### src/rtl/skinny_sbox8_hpc2_d_str_hs.sv
// Masked SKINNY-128 8-bit S-box built from NS-share HPC2 AND gadgets,
// with a valid/ready handshake and an IDLE/BUSY/DONE control FSM.
// Optional macro SKINNY_SBOX_OUT_REFRESH_EN adds the r_out port and
// refreshes the output shares at the capture edge.
// Each layer computes f = (~x & ~y) ^ z. Complements go on share 0 only.
// The L0 first-stage registers load straight from si/r on the acceptance
// edge. From then on they reload identical values from the latched copies.
// This lets all four 2-cycle layers fit inside the 8 BUSY cycles.
module skinny_sbox8_hpc2_d_str_hs #(
  parameter  int NS = 2,
  localparam int RW = 4 * NS * (NS - 1)
) (
  input  logic            clk,
  input  logic            rst,
  input  logic [8*NS-1:0] si,
  input  logic [RW-1:0]   r,
  input  logic            in_valid,
  output logic            in_ready,
  output logic [8*NS-1:0] bo,
  output logic            out_valid,
  input  logic            out_ready
`ifdef SKINNY_SBOX_OUT_REFRESH_EN
  ,
  input  logic [8*(NS-1)-1:0] r_out
`endif
);

  localparam int NP = NS * (NS - 1) / 2;
  localparam logic [NS-1:0] SH0 = {{(NS - 1){1'b0}}, 1'b1};

  typedef enum logic [1:0] {S_IDLE, S_BUSY, S_DONE} state_t;

  // Position of the shared random bit r_ij (i < j) inside one gadget's slice.
  function automatic int pair_idx(input int i, input int j);
    return i * NS - (i * (i + 1)) / 2 + (j - i - 1);
  endfunction

  state_t          r_state, w_next;
  logic [2:0]      r_cnt;
  logic [8*NS-1:0] r_si, r_bo;
  logic [RW-1:0]   r_rnd;
  logic            w_accept, w_capture;
  logic [8*NS-1:0] w_src_si, w_res, w_mask;
  logic [RW-1:0]   w_src_r;

  logic [NS-1:0] w_b [8];
  logic [NS-1:0] w_x [8];
  logic [NS-1:0] w_y [8];
  logic [NS-1:0] w_z [8];
  logic [NS-1:0] w_a [8];

  assign in_ready  = (r_state == S_IDLE);
  assign out_valid = (r_state == S_DONE);
  assign bo        = r_bo;
  assign w_accept  = in_ready & in_valid;
  assign w_capture = (r_state == S_BUSY) && (r_cnt == 3'd7);
  assign w_src_si  = w_accept ? si : r_si;
  assign w_src_r   = w_accept ? r  : r_rnd;

  // Regroup the packed shares into per-bit share vectors.
  for (genvar k = 0; k < 8; k++) begin : g_bit
    for (genvar i = 0; i < NS; i++) begin : g_sh
      assign w_b[k][i] = w_src_si[8*i+k];
    end
  end

  // Layer schedule: gadget g produces a_g = f(x_g, y_g, z_g).
  assign w_x[0] = w_b[7]; assign w_y[0] = w_b[6]; assign w_z[0] = w_b[4];
  assign w_x[1] = w_b[3]; assign w_y[1] = w_b[2]; assign w_z[1] = w_b[0];
  assign w_x[2] = w_b[2]; assign w_y[2] = w_b[1]; assign w_z[2] = w_b[6];
  assign w_x[3] = w_a[0]; assign w_y[3] = w_a[1]; assign w_z[3] = w_b[5];
  assign w_x[4] = w_a[1]; assign w_y[4] = w_b[3]; assign w_z[4] = w_b[1];
  assign w_x[5] = w_a[2]; assign w_y[5] = w_a[3]; assign w_z[5] = w_b[7];
  assign w_x[6] = w_a[3]; assign w_y[6] = w_a[0]; assign w_z[6] = w_b[3];
  assign w_x[7] = w_a[4]; assign w_y[7] = w_a[5]; assign w_z[7] = w_b[2];

  // HPC2 gadgets. The operands are ~x and ~y.
  // The cross product for share pair (i, j) is kept in a register of its own.
  // The diagonal element carries b_i with no mask, which gives the a_i*b_i term.
  for (genvar g = 0; g < 8; g++) begin : g_and
    logic [NS-1:0] w_ga, w_gb, w_c;
    assign w_ga = w_x[g] ^ SH0;
    assign w_gb = w_y[g] ^ SH0;
    for (genvar i = 0; i < NS; i++) begin : g_i
      logic [NS-1:0] w_uv;
      for (genvar j = 0; j < NS; j++) begin : g_j
        logic w_rnd, r_rb, r_rr, r_u, r_v;
        if (i == j) begin : g_diag
          assign w_rnd = 1'b0;
        end else begin : g_off
          assign w_rnd = w_src_r[g*NP + pair_idx((i < j) ? i : j, (i < j) ? j : i)];
        end
        // Stage 1 registers b_j ^ r_ij and r_ij. Stage 2 gates each of them with a_i.
        // NOTE: gadget registers are cleared on reset as well, so that a stale
        // share from an aborted evaluation never meets fresh randomness.
        always_ff @(posedge clk) begin
          if (rst) begin
            r_rb <= 1'b0;
            r_rr <= 1'b0;
            r_u  <= 1'b0;
            r_v  <= 1'b0;
          end else begin
            r_rb <= w_gb[j] ^ w_rnd;
            r_rr <= w_rnd;
            r_u  <= ~w_ga[i] & r_rr;
            r_v  <= w_ga[i] & r_rb;
          end
        end
        assign w_uv[j] = r_u ^ r_v;
      end
      assign w_c[i] = ^w_uv;
    end
    assign w_a[g] = w_c ^ w_z[g];
  end

  // Output bit map, identical for every share.
  for (genvar i = 0; i < NS; i++) begin : g_out
    assign w_res[8*i +: 8] = {w_a[3][i], w_a[0][i], w_a[1][i], w_a[6][i],
                              w_a[4][i], w_a[2][i], w_a[5][i], w_a[7][i]};
  end

`ifdef SKINNY_SBOX_OUT_REFRESH_EN
  logic [7:0] w_mask0;
  // Share 0 absorbs the XOR of all refresh bytes so the unmasked value is unchanged.
  always_comb begin
    w_mask0 = 8'h00;
    for (int i = 0; i < NS - 1; i++) w_mask0 ^= r_out[8*i +: 8];
  end
  assign w_mask[7:0] = w_mask0;
  for (genvar i = 1; i < NS; i++) begin : g_refresh
    assign w_mask[8*i +: 8] = r_out[8*(i-1) +: 8];
  end
`else
  assign w_mask = '0;
`endif

  // Next-state logic of the handshake FSM.
  // NOTE: w_next gets its default before the case statement, so no branch can infer a latch.
  always_comb begin
    w_next = r_state;
    case (r_state)
      S_IDLE:  if (in_valid) w_next = S_BUSY;
      S_BUSY:  if (r_cnt == 3'd7) w_next = S_DONE;
      S_DONE:  if (out_ready) w_next = S_IDLE;
      default: w_next = S_IDLE;
    endcase
  end

  // State, cycle counter, latched operands and output capture.
  // NOTE: non-blocking assignments, so every register samples pre-edge values.
  always_ff @(posedge clk) begin
    if (rst) begin
      r_state <= S_IDLE;
      r_cnt   <= 3'd0;
      r_si    <= '0;
      r_rnd   <= '0;
      r_bo    <= '0;
    end else begin
      r_state <= w_next;
      if (w_accept) begin
        r_si  <= si;
        r_rnd <= r;
        r_cnt <= 3'd0;
      end else if (r_state == S_BUSY && r_cnt != 3'd7) begin
        r_cnt <= r_cnt + 3'd1;
      end
      if (w_capture) r_bo <= w_res ^ w_mask;
    end
  end

endmodule

### config.mk
export PLATFORM = sky130hd
export DESIGN_NAME = skinny_sbox8_hpc2_d_str_hs
export DESIGN_NICKNAME = d
export VERILOG_FILES = /design/src/rtl/skinny_sbox8_hpc2_d_str_hs.sv
export SDC_FILE = /design/constraint.sdc
export NUM_CORES = 1
export LEC_CHECK = 0
export BUFFER_PORTS_ARGS = -buffer_cell sky130_fd_sc_hd__clkbuf_2
export CAP_MARGIN = 20
export CORE_MARGIN = 1
export CORE_UTILIZATION = 62
export CTS_BUF_LIST = sky130_fd_sc_hd__clkbuf_8
export DETAILED_ROUTE_END_ITERATION = 12
export MAX_ROUTING_LAYER = met4
export PLACE_DENSITY = 0.83
export SKIP_CTS_REPAIR_TIMING = 1
export SYNTH_ARGS = -nofsm -noshare
export SYNTH_HDL_FRONTEND = slang
export SYNTH_SLANG_ARGS = --single-unit
### constraint.sdc
create_clock -name clk -period 4.2 [get_ports clk]
set_input_delay 0.42 -clock clk [delete_from_list [all_inputs] [get_ports clk]]
set_output_delay 0.42 -clock clk [all_outputs]
set_load 0.005 [all_outputs]
==> results of run 1 <==
## placed cells by master (no fill, tap or decap), types with 4 or more instances in the layout
cell type	netlist	layout
nand2_1	11	11
a22o_1	5	5
inv_1	0	5
clkbuf_8	0	17
mux2i_2	4	4
dfxtp_1	121	121
mux2_4	5	5
clkbuf_2	0	45
nor2_1	43	43
nor3b_1	24	24
mux2i_1	16	16
buf_4	1	4
mux2i_4	6	6
and3b_1	15	15
xnor2_2	10	10
xor2_1	15	15
and2_1	10	10
nor2b_1	10	10
xnor2_1	32	32
o21ai_0	9	9
clkinv_2	0	7
## worst min-delay path by stage
stage / slack [ns] / endpoint / startpoint
2_1_floorplan: 0.41 / g_and[0].g_i[1].g_j[0].r_v$_SDFF_PP0_ / g_and[0].g_i[1].g_j[0].r_rb$_SDFF_PP0_
3_3_place_gp: 0.41 / g_and[1].g_i[0].g_j[1].r_v$_SDFF_PP0_ / g_and[1].g_i[0].g_j[1].r_rb$_SDFF_PP0_
3_5_place_dp: 0.41 / g_and[2].g_i[0].g_j[1].r_v$_SDFF_PP0_ / g_and[2].g_i[0].g_j[1].r_rb$_SDFF_PP0_
4_1_cts: 0.25 / r_state[1]$_SDFFE_PP0P_ / out_ready
5_1_grt: 0.28 / r_state[1]$_SDFFE_PP0P_ / out_ready
6_report: 0.27 / r_state[1]$_SDFFE_PP0P_ / out_ready
## flip-flops by register name, indices dropped and copies added, names as in the netlist
name,count
bo,16
g_and.g_i.g_j.r_u,16
g_and.g_i.g_j.r_v,32
r_si,16
g_and.g_i.g_j.r_rb,28
r_state,2
r_cnt,3
r_rnd,8
## logic make-up (layout without fill, tap and decap cells)
family	count (synthesis)	after routing	share of synthesized area, %
flops	121	121	55.5
simple gates	121	121	15.9
xor+xnor	57	57	13.2
mux	34	34	10.5
compound gates	17	17	2.38
buf+inv	16	81	2.01
fa+ha+maj	2	2	0.573
## power breakdown
group	internal, uW	switching [uW]	total (uW)	leakage (uW)
registers	1230	31.7	1260	0.000990
clock network	507	426	933	0.000205
logic	155	159	314	0.000977
total	1890	617	2510	0.00217
## worst reg2reg max path, delay by kind of cell, from the launching register on
family        cells  cell delay, ns
xor+xnor          1            0.22
mux               2            0.78
flops             1            0.36
simple gates      1            0.19
buf+inv           1            0.53
## per-layer routing
layer / wire (microns) / GRT usage [%] / vias to the layer above
li1: - / - / 1316
met1: 3410 / 26.2 / 1224
met2: 4090 / 40.8 / 52
met3: 288 / 6.74 / 13
met4: 95 / 11.4 / 0
met5: 0 / - / -
## per-stage QoR
step,setup WS [ns],hold slack (ns),instances
5_1_grt,1.91,0.279,529
6_report,2.01,0.272,529
4_1_cts,2.01,0.248,529
3_5_place_dp,1.92,0.411,497
3_3_place_gp,1.97,0.409,497
2_1_floorplan,2.49,0.406,368
## layout make-up
type | instances | share of cell area (%)
flip-flops and latches | 121 | 48.3
repair buffers | 49 | 5.09
well taps | 96 | 2.39
clock inverters | 15 | 2.42
multi-input cells | 231 | 37.1
clock buffers | 17 | 4.66
## synthesized netlist by cell type (all sizes together), types with 2 or more instances
library cell and number:
dfxtp 121, a22o 5, o21ai 11, buf 5
ha 2, xor2 15, nor2 43, xnor2 42
nor2b 10, nand2 11, clkbuf 11, nor3b 25
nor3 3, mux2i 26, mux2 8, and2 10
and3b 15
==> key figures, run 1 <==
Status
  – Status: finished clean

Finish
  – Final #Nets: 450
  – Finished Core Util: 73.8%
  – Antenna diodes: 0
  – Area Overhead vs Synth: 14.9%
  – Share of layout cells above drive strength 1: 24.5%
  – Fillcell total: 478
  – Multi-input gate area: 0.00186 sq mm
  – Post-route cell area: ~0.005 sq mm
  – Seq. cell area: 0.00242 sq mm

Setup path
  – CP required: 4.51 ns
  – Crit-path leading delay family: multiplexers
  – Max FO, Critical Path: 28
  – Worst Setup EP: g_and[7].g_i[1].g_j[0].r_rb$_SDFF_PP0_
  – Reg2reg end: g_and[7].g_i[1].g_j[0].r_rb$_SDFF_PP0_
  – Slowest cell on the critical path: buf_4
  – Worst setup EP type: flop
  – Critical path class: reg -> reg
  – CP Buf/Inv Count: 1
  – R2R cell count: 5
  – Worst path max stage delay: 0.53 ns
  – Crit-path cells: nor3b_4 -> buf_4 -> mux2i_2 -> xnor2_1 -> mux2_2
  – CP startpoint: r_state[0]$_SDFFE_PP0P_
  – Critical Path AT: between 2 and 3 ns
  – Worst path depth: 5
  – Internal reg-to-reg setup slack: approximately 2.0 ns
  – Critical path launch point type: flop
  – Reg-to-Reg Start: r_state[0]$_SDFFE_PP0P_

Synthesis
  – Cell taking the most area after synthesis: dfxtp_1
  – Mean Syn Cell Area: around 12 sq um
  – Distinct cells, synth: 31
  – FF+latch count, synth: between 100 and 150
  – Post-synth EDFFs: 0
  – Syn Inst Count: between 300 and 400
  – Post-synthesis sequential area ratio: 55.5%
  – Synth top area share: 55.5%
  – Fraction of registers with async set/reset: 0%
  – Yosys warns: 0
  – Syn Nets: 398
  – Top FF cell, synth: dfxtp_1
  – Ranking of synthesized cells by area: dfxtp_1 (55%), xnor2_1 (6.4%), nor3b_1 (4.1%), xnor2_2 (3.7%), nor2_1 (3.7%)
  – Mapped Area: 0.00437 sq mm

Drt
  – Total number of vias: 2605
  – Drt first pass iters: 4
  – Initial DRC count: 135
  – DRC viols: 0
  – Via density: 4.92
  – Routed WL: 7880 microns
  – Wirelength per Cell: ~15 microns
  – DRT antenna net count: 0

Timing
  – Max-slew violations: 0
  – Slew margin rel.: 56.6%
  – Post-Route Setup TNS: 0 ns
  – RSZ-0062 raised after global routing: false
  – Final setup fails: 0
  – Least-Margin Pin Slew: about 0.65 ns
  – Final hold violation count: 0
  – Clock period minus worst slack: 2.19 ns
  – Clock Skews: 0.00874 ns
  – Fmax: 0.457 GHz
  – Crit share post-route: 52.1%

Place
  – Post-DP HPWL: between 5000 and 6000 microns
  – PortBufs: 45
  – Placement Cell Area: 0.00466 sq mm
  – GP Congestion: 0.843

Global route
  – First-pass GRT wire length: 12500 microns
  – Gr ovfl total: 0
  – Largest net degree at the start of global routing: 41
  – Number of antenna violations at the first check in global routing: 0
  – Total Routing Usage GR: approximately a quarter
  – Number of global-route vias before repair: around 2600

Flow run
  – Maxcap violations: 0

Floorplan
  – Site row count: 30
  – Top-Level Pins: 46
  – Die Area: between 0.007 and 0.008 sq mm
  – Core area: a little under 0.007 sq mm
  – Starting Density: 64.3%
  – Die Span Y: 85.9 microns
  – Die X: 85.9 microns

Hold path
  – Hold Path Stages: 3
  – HP Class: in -> reg

Clocking
  – H-Tree Level Count: 4
  – CTS buffer count: 17
  – Clock transition at path regs: 0.07 ns
  – Clock Root Buffer: clkbuf_8
  – CTS tree: yes
  – Clk_lat worst skew: 0.42 ns
  – CTS Sinks: 121
  – Clock Path Buffers: 2

Pwr
  – Total Power: 2510 uW
  – Pwr dens: ~500 mW/mm^2
  – Pleak: ~0.0022 uW
  – Worst VDD drop: between 0.3 and 0.4 mV
Note: power is estimated with default switching activity, not from simulation.
==> run 2: changes to the inputs <==
--- a/config.mk
+++ b/config.mk
@@ -8,11 +8,11 @@
 export BUFFER_PORTS_ARGS = -buffer_cell sky130_fd_sc_hd__clkbuf_2
 export CAP_MARGIN = 20
 export CORE_MARGIN = 1
-export CORE_UTILIZATION = 62
+export CORE_UTILIZATION = 60
 export CTS_BUF_LIST = sky130_fd_sc_hd__clkbuf_8
 export DETAILED_ROUTE_END_ITERATION = 12
 export MAX_ROUTING_LAYER = met4
-export PLACE_DENSITY = 0.83
+export PLACE_DENSITY = 0.81
 export SKIP_CTS_REPAIR_TIMING = 1
 export SYNTH_ARGS = -nofsm -noshare
 export SYNTH_HDL_FRONTEND = slang
==> constraint.sdc (replaced) <==
create_clock -name clk -period 2.1 [get_ports clk]
set_input_delay 0.21 -clock clk [delete_from_list [all_inputs] [get_ports clk]]
set_output_delay 0.21 -clock clk [all_outputs]
set_load 0.005 [all_outputs]
==> key figures, run 2 (synthesized netlist as in run 1, its figures left out) <==
Floorplan
  – Site row count: 30 (unchanged)
  – Die X: 87.3 microns (+1.6%)
  – Die Span Y: 87.3 microns (+1.6%)
  – Die Area: 0.00762 sq mm (+3.3%)
  – Core area: 0.00691 sq mm (+1.7%)
  – Starting Density: 63.2% (-1.0 points)
  – Top-Level Pins: 46 (unchanged)

Setup path
  – CP required: 2.42 ns (-2.09 ns)
  – Critical path launch point type: flop
  – CP Buf/Inv Count: 1 (unchanged)
  – Crit-path cells: nor3b_4 -> buf_4 -> mux2i_1 -> xnor2_2 -> mux2_4
  – Crit-path leading delay family: multiplexers
  – Critical path class: reg -> reg
  – Worst setup EP type: flop
  – Slowest cell on the critical path: mux2i_1
  – Critical Path AT: 2.26 ns (-0.24 ns)
  – Worst path max stage delay: 0.38 ns (-0.15 ns)
  – Max FO, Critical Path: 10 (-64%)

Place
  – PortBufs: 45 (unchanged)
  – Placement Cell Area: 0.00471 sq mm (+1.1%)
  – GP Congestion: 0.813 (-3.6%)
  – Post-DP HPWL: 5530 microns (+2.3%)
  – Dpl cells: 502 (+1.0%)

Global route
  – Number of global-route vias before repair: 2664 (+2.1%)
  – Total Routing Usage GR: 23.8% (-0.32 points)
  – Gr ovfl total: 0 (unchanged)
  – First-pass GRT wire length: 12700 microns (+1.7%)
  – Number of antenna violations at the first check in global routing: 0 (unchanged)
  – Largest net degree at the start of global routing: 28 (-32%)

Finish
  – Largest regs: g_and.g_i.g_j.r_v x32, g_and.g_i.g_j.r_rb x28
  – Fillcell total: 468 (-2.1%)
  – Finished Core Util: 74.9% (+1.1 points)
  – Antenna diodes: 0 (unchanged)
  – Post-route insts no fill: 534 (+0.95%)
  – Top reg by flops: g_and.g_i.g_j.r_v
  – Seq. cell area: 0.00242 sq mm (unchanged)
  – Commonest non-fill, non-tap cells in the layout: dfxtp_1 (121), clkbuf_2 (45), nor2_1 (43)
  – Commonest non-fill, non-tap cell in the layout: dfxtp_1
  – Multi-input gate area: 0.00186 sq mm (unchanged)
  – Post-route cell area: 0.00517 sq mm (+3.1%)
  – Area Overhead vs Synth: 18.5%
  – Share of layout cells above drive strength 1: 26.0% (+1.5 points)
  – Final #Nets: 455 (+1.1%)
  – Number of flip-flops in the largest register: 32 (unchanged)

Pwr
  – Psw: 1270 uW (+110%)
  – Sequential power share: 45.6% (-4.6 points)
  – Combinational power share: 11.8% (-0.7 points)
  – Clock Power Share: 42.7% (+5.5 points)
  – Pwr dens: 1070 mW/mm^2 (+110%)
  – Internal: 4250 uW (+120%)
  – Pleak: 0.00223 uW (+2.7%)
  – Net Sw Frac: 23.0% (-1.6 points)
  – Worst VDD drop: 0.639 mV (+110%)

Clocking
  – Clock transition at path regs: 0.07 ns (about the same)
  – Clock Root Buffer: clkbuf_8
  – H-Tree Level Count: 4 (unchanged)
  – Clock Path Buffers: 2 (unchanged)
  – CTS buffer count: 17 (unchanged)
  – CTS tree: yes
  – CTS Sinks: 121 (unchanged)
  – Clk_lat worst skew: 0.42 ns (about the same)

Timing
  – Final setup fails: 0 (unchanged)
  – Post-Route Setup TNS: 0 ns (unchanged)
  – Clock Skews: 0.00773 ns (-0.00101 ns)
  – Fmax: 0.515 GHz (+13%)
  – Crit share post-route: 92.4% (+40 points)
  – Max-slew violations: 0 (unchanged)
  – Final hold violation count: 0 (unchanged)
  – RSZ-0062 raised after global routing: false
  – Clock period minus worst slack: 1.94 ns (-0.246 ns)
  – Slew margin rel.: 65.6% (+9.0 points)
  – WHS: 0.0452 ns (-0.227 ns)
  – Least-Margin Pin Slew: 0.516 ns (-0.133 ns)

Status
  – Status: finished clean

Drt
  – Via density: 4.96 (+0.62%)
  – Initial DRC count: 84 (-38%)
  – DRT antenna net count: 0 (unchanged)
  – Wirelength per Cell: 14.9 microns (about the same)
  – Total number of vias: 2646 (+1.6%)
  – Routed WL: 7960 microns (+0.98%)
  – DRC viols: 0 (unchanged)
  – Drt first pass iters: 4 (unchanged)

Flow run
  – Maxcap violations: 0 (unchanged)

Hold path
  – HP Class: in -> reg
[run 2: power by group through the flow]
stage / sequential [uW] / combinational [uW] / clock [uW]
finish: 2520 / 649 / 2350
global route: 2530 / 697 / 2490
CTS: 2520 / 653 / 2380
detailed placement: 2570 / 642 / 0
global placement: 2560 / 621 / 0
floorplan: 2540 / 511 / 0
[run 2: path summary, 6_finish.rpt]
| kind | startpoint | to | slack (ns) | cells after the start |
|---|---|---|---|---|
| max | r_state[0]$_SDFFE_PP0P_ | g_and[5].g_i[0].g_j[1].r_rb$_SDFF_PP0_ | 0.16 | 5 |
| min | out_ready | r_state[1]$_SDFFE_PP0P_ | 0.05 | 3 |
| max reg2reg | r_state[0]$_SDFFE_PP0P_ | g_and[5].g_i[0].g_j[1].r_rb$_SDFF_PP0_ | 0.16 | 5 |
| min reg2reg | g_and[1].g_i[0].g_j[1].r_rb$_SDFF_PP0_ | g_and[1].g_i[0].g_j[1].r_v$_SDFF_PP0_ | 0.43 | 1 |
[run 2: layout make-up]
cell class              count  share of cell area, %
clock buffers              19                   5.06
clock inverters            13                   3.87
well taps                  96                   2.32
multi-input cells         231                   36.0
flip-flops and latches    121                   46.8
repair buffers             54                   5.90
[run 2: layer usage]
layer	part of all wire [%]	track usage (%)	vias up	routed length (microns)
li1	-	-	1328	-
met3	4.0	8.34	12	321
met2	52	40.4	47	4150
met4	1.3	7.90	0	106
met5	0	-	-	0
met1	42	26.1	1259	3380
[run 2: worst min-delay path: stages]
cell,delay (ns)
clkbuf_2,0.07
nand2b_1,0.08
a21oi_1,0.05
[run 2: through the flow]
step	setup WS, ns	total power (uW)
after floorplan	0.453	3060
after global placement	0.235	3180
after detailed placement	0.170	3210
after CTS	0.155	5550
after global routing	0.0713	5720
final	0.159	5520
==> run 3: changes to the inputs <==
--- a/config.mk
+++ b/config.mk
@@ -7,7 +7,6 @@
 export LEC_CHECK = 0
 export BUFFER_PORTS_ARGS = -buffer_cell sky130_fd_sc_hd__clkbuf_2
 export CAP_MARGIN = 20
-export CORE_MARGIN = 1
 export CORE_UTILIZATION = 60
 export CTS_BUF_LIST = sky130_fd_sc_hd__clkbuf_8
 export DETAILED_ROUTE_END_ITERATION = 12
==> constraint.sdc (replaced) <==
create_clock -name clk -period 1.81 [get_ports clk]
set_input_delay 0.181 -clock clk [delete_from_list [all_inputs] [get_ports clk]]
set_output_delay 0.181 -clock clk [all_outputs]
set_load 0.005 [all_outputs]
==> key figures, run 3 (synthesized netlist as in run 1, its figures left out) <==
Setup path
  – Slowest cell on the critical path: mux2i_4
  – Critical Path AT: 2.08 ns (-0.18 ns)
  – Crit-path cells: nor3b_4 -> buf_12 -> buf_4 -> mux2i_4 -> buf_4 -> xor2_1 -> nor2_1
  – Max FO, Critical Path: 12 (+2)
  – Worst setup EP type: flop
  – Critical path class: reg -> reg
  – Cell repeated most along the worst path: buf_4
  – CP required: 2.12 ns (-0.30 ns)
  – Worst path max stage delay: 0.35 ns (-0.03 ns)
  – Critical path launch point type: flop

Finish
  – Post-route cell area: 0.00529 sq mm (+2.3%)
  – Top reg by flops: g_and.g_i.g_j.r_v
  – Fillcell total: 470 (+0.43%)
  – Final #Nets: 470 (+3.3%)
  – Antenna diodes: 0 (unchanged)
  – Commonest non-fill, non-tap cells in the layout: dfxtp_1 (121), clkbuf_2 (45), nor2_1 (43)
  – Area Overhead vs Synth: 21.1%
  – Share of layout cells above drive strength 1: 30.0% (+4.0 points)
  – Commonest non-fill, non-tap cell in the layout: dfxtp_1
  – Largest regs: g_and.g_i.g_j.r_v x32, g_and.g_i.g_j.r_rb x28
  – Number of flip-flops in the largest register: 32 (unchanged)

Place
  – GP Congestion: 0.767 (-5.7%)
  – Post-DP HPWL: 5400 microns (-2.3%)
  – PortBufs: 45 (unchanged)
  – Post-Place Worst Slack: -0.00140 ns (-0.172 ns)
  – Placement Cell Area: 0.00481 sq mm (+2.0%)

Clocking
  – Clock Path Buffers: 2 (unchanged)
  – CTS tree: yes
  – CTS buffer count: 17 (unchanged)
  – H-Tree Level Count: 4 (unchanged)
  – Clock transition at path regs: 0.07 ns (about the same)
  – CTS Sinks: 121 (unchanged)
  – Clk_lat worst skew: 0.43 ns (about the same)
  – Clock Root Buffer: clkbuf_8

Global route
  – Number of antenna violations at the first check in global routing: 0 (unchanged)
  – Gr ovfl total: 0 (unchanged)
  – Total Routing Usage GR: 23.9% (+0.029 points)
  – First-pass GRT wire length: 12700 microns (+0.43%)
  – Largest net degree at the start of global routing: 67 (+140%)
  – Number of global-route vias before repair: 2705 (+1.5%)

Timing
  – WHS: 0.0233 ns (-0.0219 ns)
  – Clock Skews: 0.00595 ns (-0.00177 ns)
  – Crit share post-route: 97.9% (+5.5 points)
  – Setup ws final: 0.0371 ns (-0.121 ns)
  – Clock period minus worst slack: 1.77 ns (-0.169 ns)
  – Final setup fails: 0 (unchanged)
  – Least-Margin Pin Slew: 0.475 ns (-0.0418 ns)
  – Fmax: 0.564 GHz (+9.5%)
  – Max-slew violations: 0 (unchanged)
  – Final hold violation count: 0 (unchanged)
  – Slew margin rel.: 68.2% (+2.7 points)

Drt
  – Wirelength per Cell: 15.2 microns (+1.7%)
  – DRC viols: 0 (unchanged)
  – Routed WL: 8320 microns (+4.6%)
  – Via density: 5.02 (+1.3%)
  – Initial DRC count: 122 (+45%)
  – Drt first pass iters: 5 (+1)
  – Total number of vias: 2757 (+4.2%)
  – DRT antenna net count: 0 (unchanged)

Floorplan
  – Core area: 0.00691 sq mm (unchanged)
  – Die Area: 0.00762 sq mm (unchanged)
  – Starting Density: 63.2% (unchanged)
  – Site row count: 30 (unchanged)
  – Top-Level Pins: 46 (unchanged)
  – Die X: 87.3 microns (unchanged)
  – Die Span Y: 87.3 microns (unchanged)

Status
  – Status: finished clean

Pwr
  – Combinational power share: 13.7% (+1.9 points)
  – Total Power: 6250 uW (+13%)
  – Pwr dens: 1180 mW/mm^2 (+11%)
  – Worst VDD drop: 0.664 mV (+3.9%)
  – Pleak: 0.00228 uW (+2.3%)
  – Clock Power Share: 39.6% (-3.1 points)
  – Internal: 4720 uW (+11%)
  – Psw: 1540 uW (+21%)
  – Sequential power share: 46.7% (+1.1 points)
  – Net Sw Frac: 24.6% (+1.5 points)

Flow run
  – Maxcap violations: 0 (unchanged)

Hold path
  – HP Class: in -> reg
## run 3: layout make-up
cell class,count,area [sq um],area share (%)
Clock buffer,19,262,4.94
Clock inverter,13,153,2.89
Multi-Input combinational cell,231,1890,35.6
Sequential cell,121,2420,45.8
Tap cell,96,120,2.27
Timing Repair Buffer,69,448,8.47
## run 3: critical path: cells and delay by family, from the launching register on
kind	cells	cell delay, ns
XOR/XNOR	1	0.12
AND/OR/NAND/NOR	2	0.31
flip-flops	1	0.34
multiplexers	1	0.35
buffers and inverters	3	0.53
## run 3: worst paths after layout
kind / depth (start not counted) / from / slack [ns] / endpoint
setup / recovery: 7 / r_state[1]$_SDFFE_PP0P_ / 0.04 / g_and[4].g_i[1].g_j[0].r_rb$_SDFF_PP0_
hold / removal: 3 / out_ready / 0.02 / r_state[1]$_SDFFE_PP0P_
hold reg to reg: 1 / g_and[1].g_i[1].g_j[0].r_rb$_SDFF_PP0_ / 0.43 / g_and[1].g_i[1].g_j[0].r_v$_SDFF_PP0_
setup reg to reg: 7 / r_state[1]$_SDFFE_PP0P_ / 0.04 / g_and[4].g_i[1].g_j[0].r_rb$_SDFF_PP0_
## run 3: per-layer routing
| metal | track usage, % | routed length (microns) | share of wire (%) |
|---|---|---|---|
| met5 | - | 0 | 0 |
| met4 | 8.94 | 85 | 1.0 |
| met3 | 7.01 | 313 | 3.8 |
| met2 | 42.3 | 4420 | 53 |
| met1 | 24.9 | 3500 | 42 |
## run 3: through the flow
| step | utilization (%) | cells | TNS [ns] |
|---|---|---|---|
| floorplan | - | 368 | 0 |
| global placement | 69.6 | 513 | 0 |
| detailed placement | 69.6 | 513 | -0.00140 |
| CTS | 75.6 | 545 | -0.0219 |
| global route | 76.6 | 549 | -0.101 |
| finish | 76.6 | 549 | 0 |
## run 3: power groups by stage
| stage | registers, uW | clock network, uW | logic [uW] |
|---|---|---|---|
| detailed placement | 2980 | 0 | 820 |
| finish | 2920 | 2480 | 857 |
| global route | 2930 | 2640 | 926 |
| global placement | 2970 | 0 | 797 |
| floorplan | 2950 | 0 | 592 |
| CTS | 2920 | 2510 | 828 |
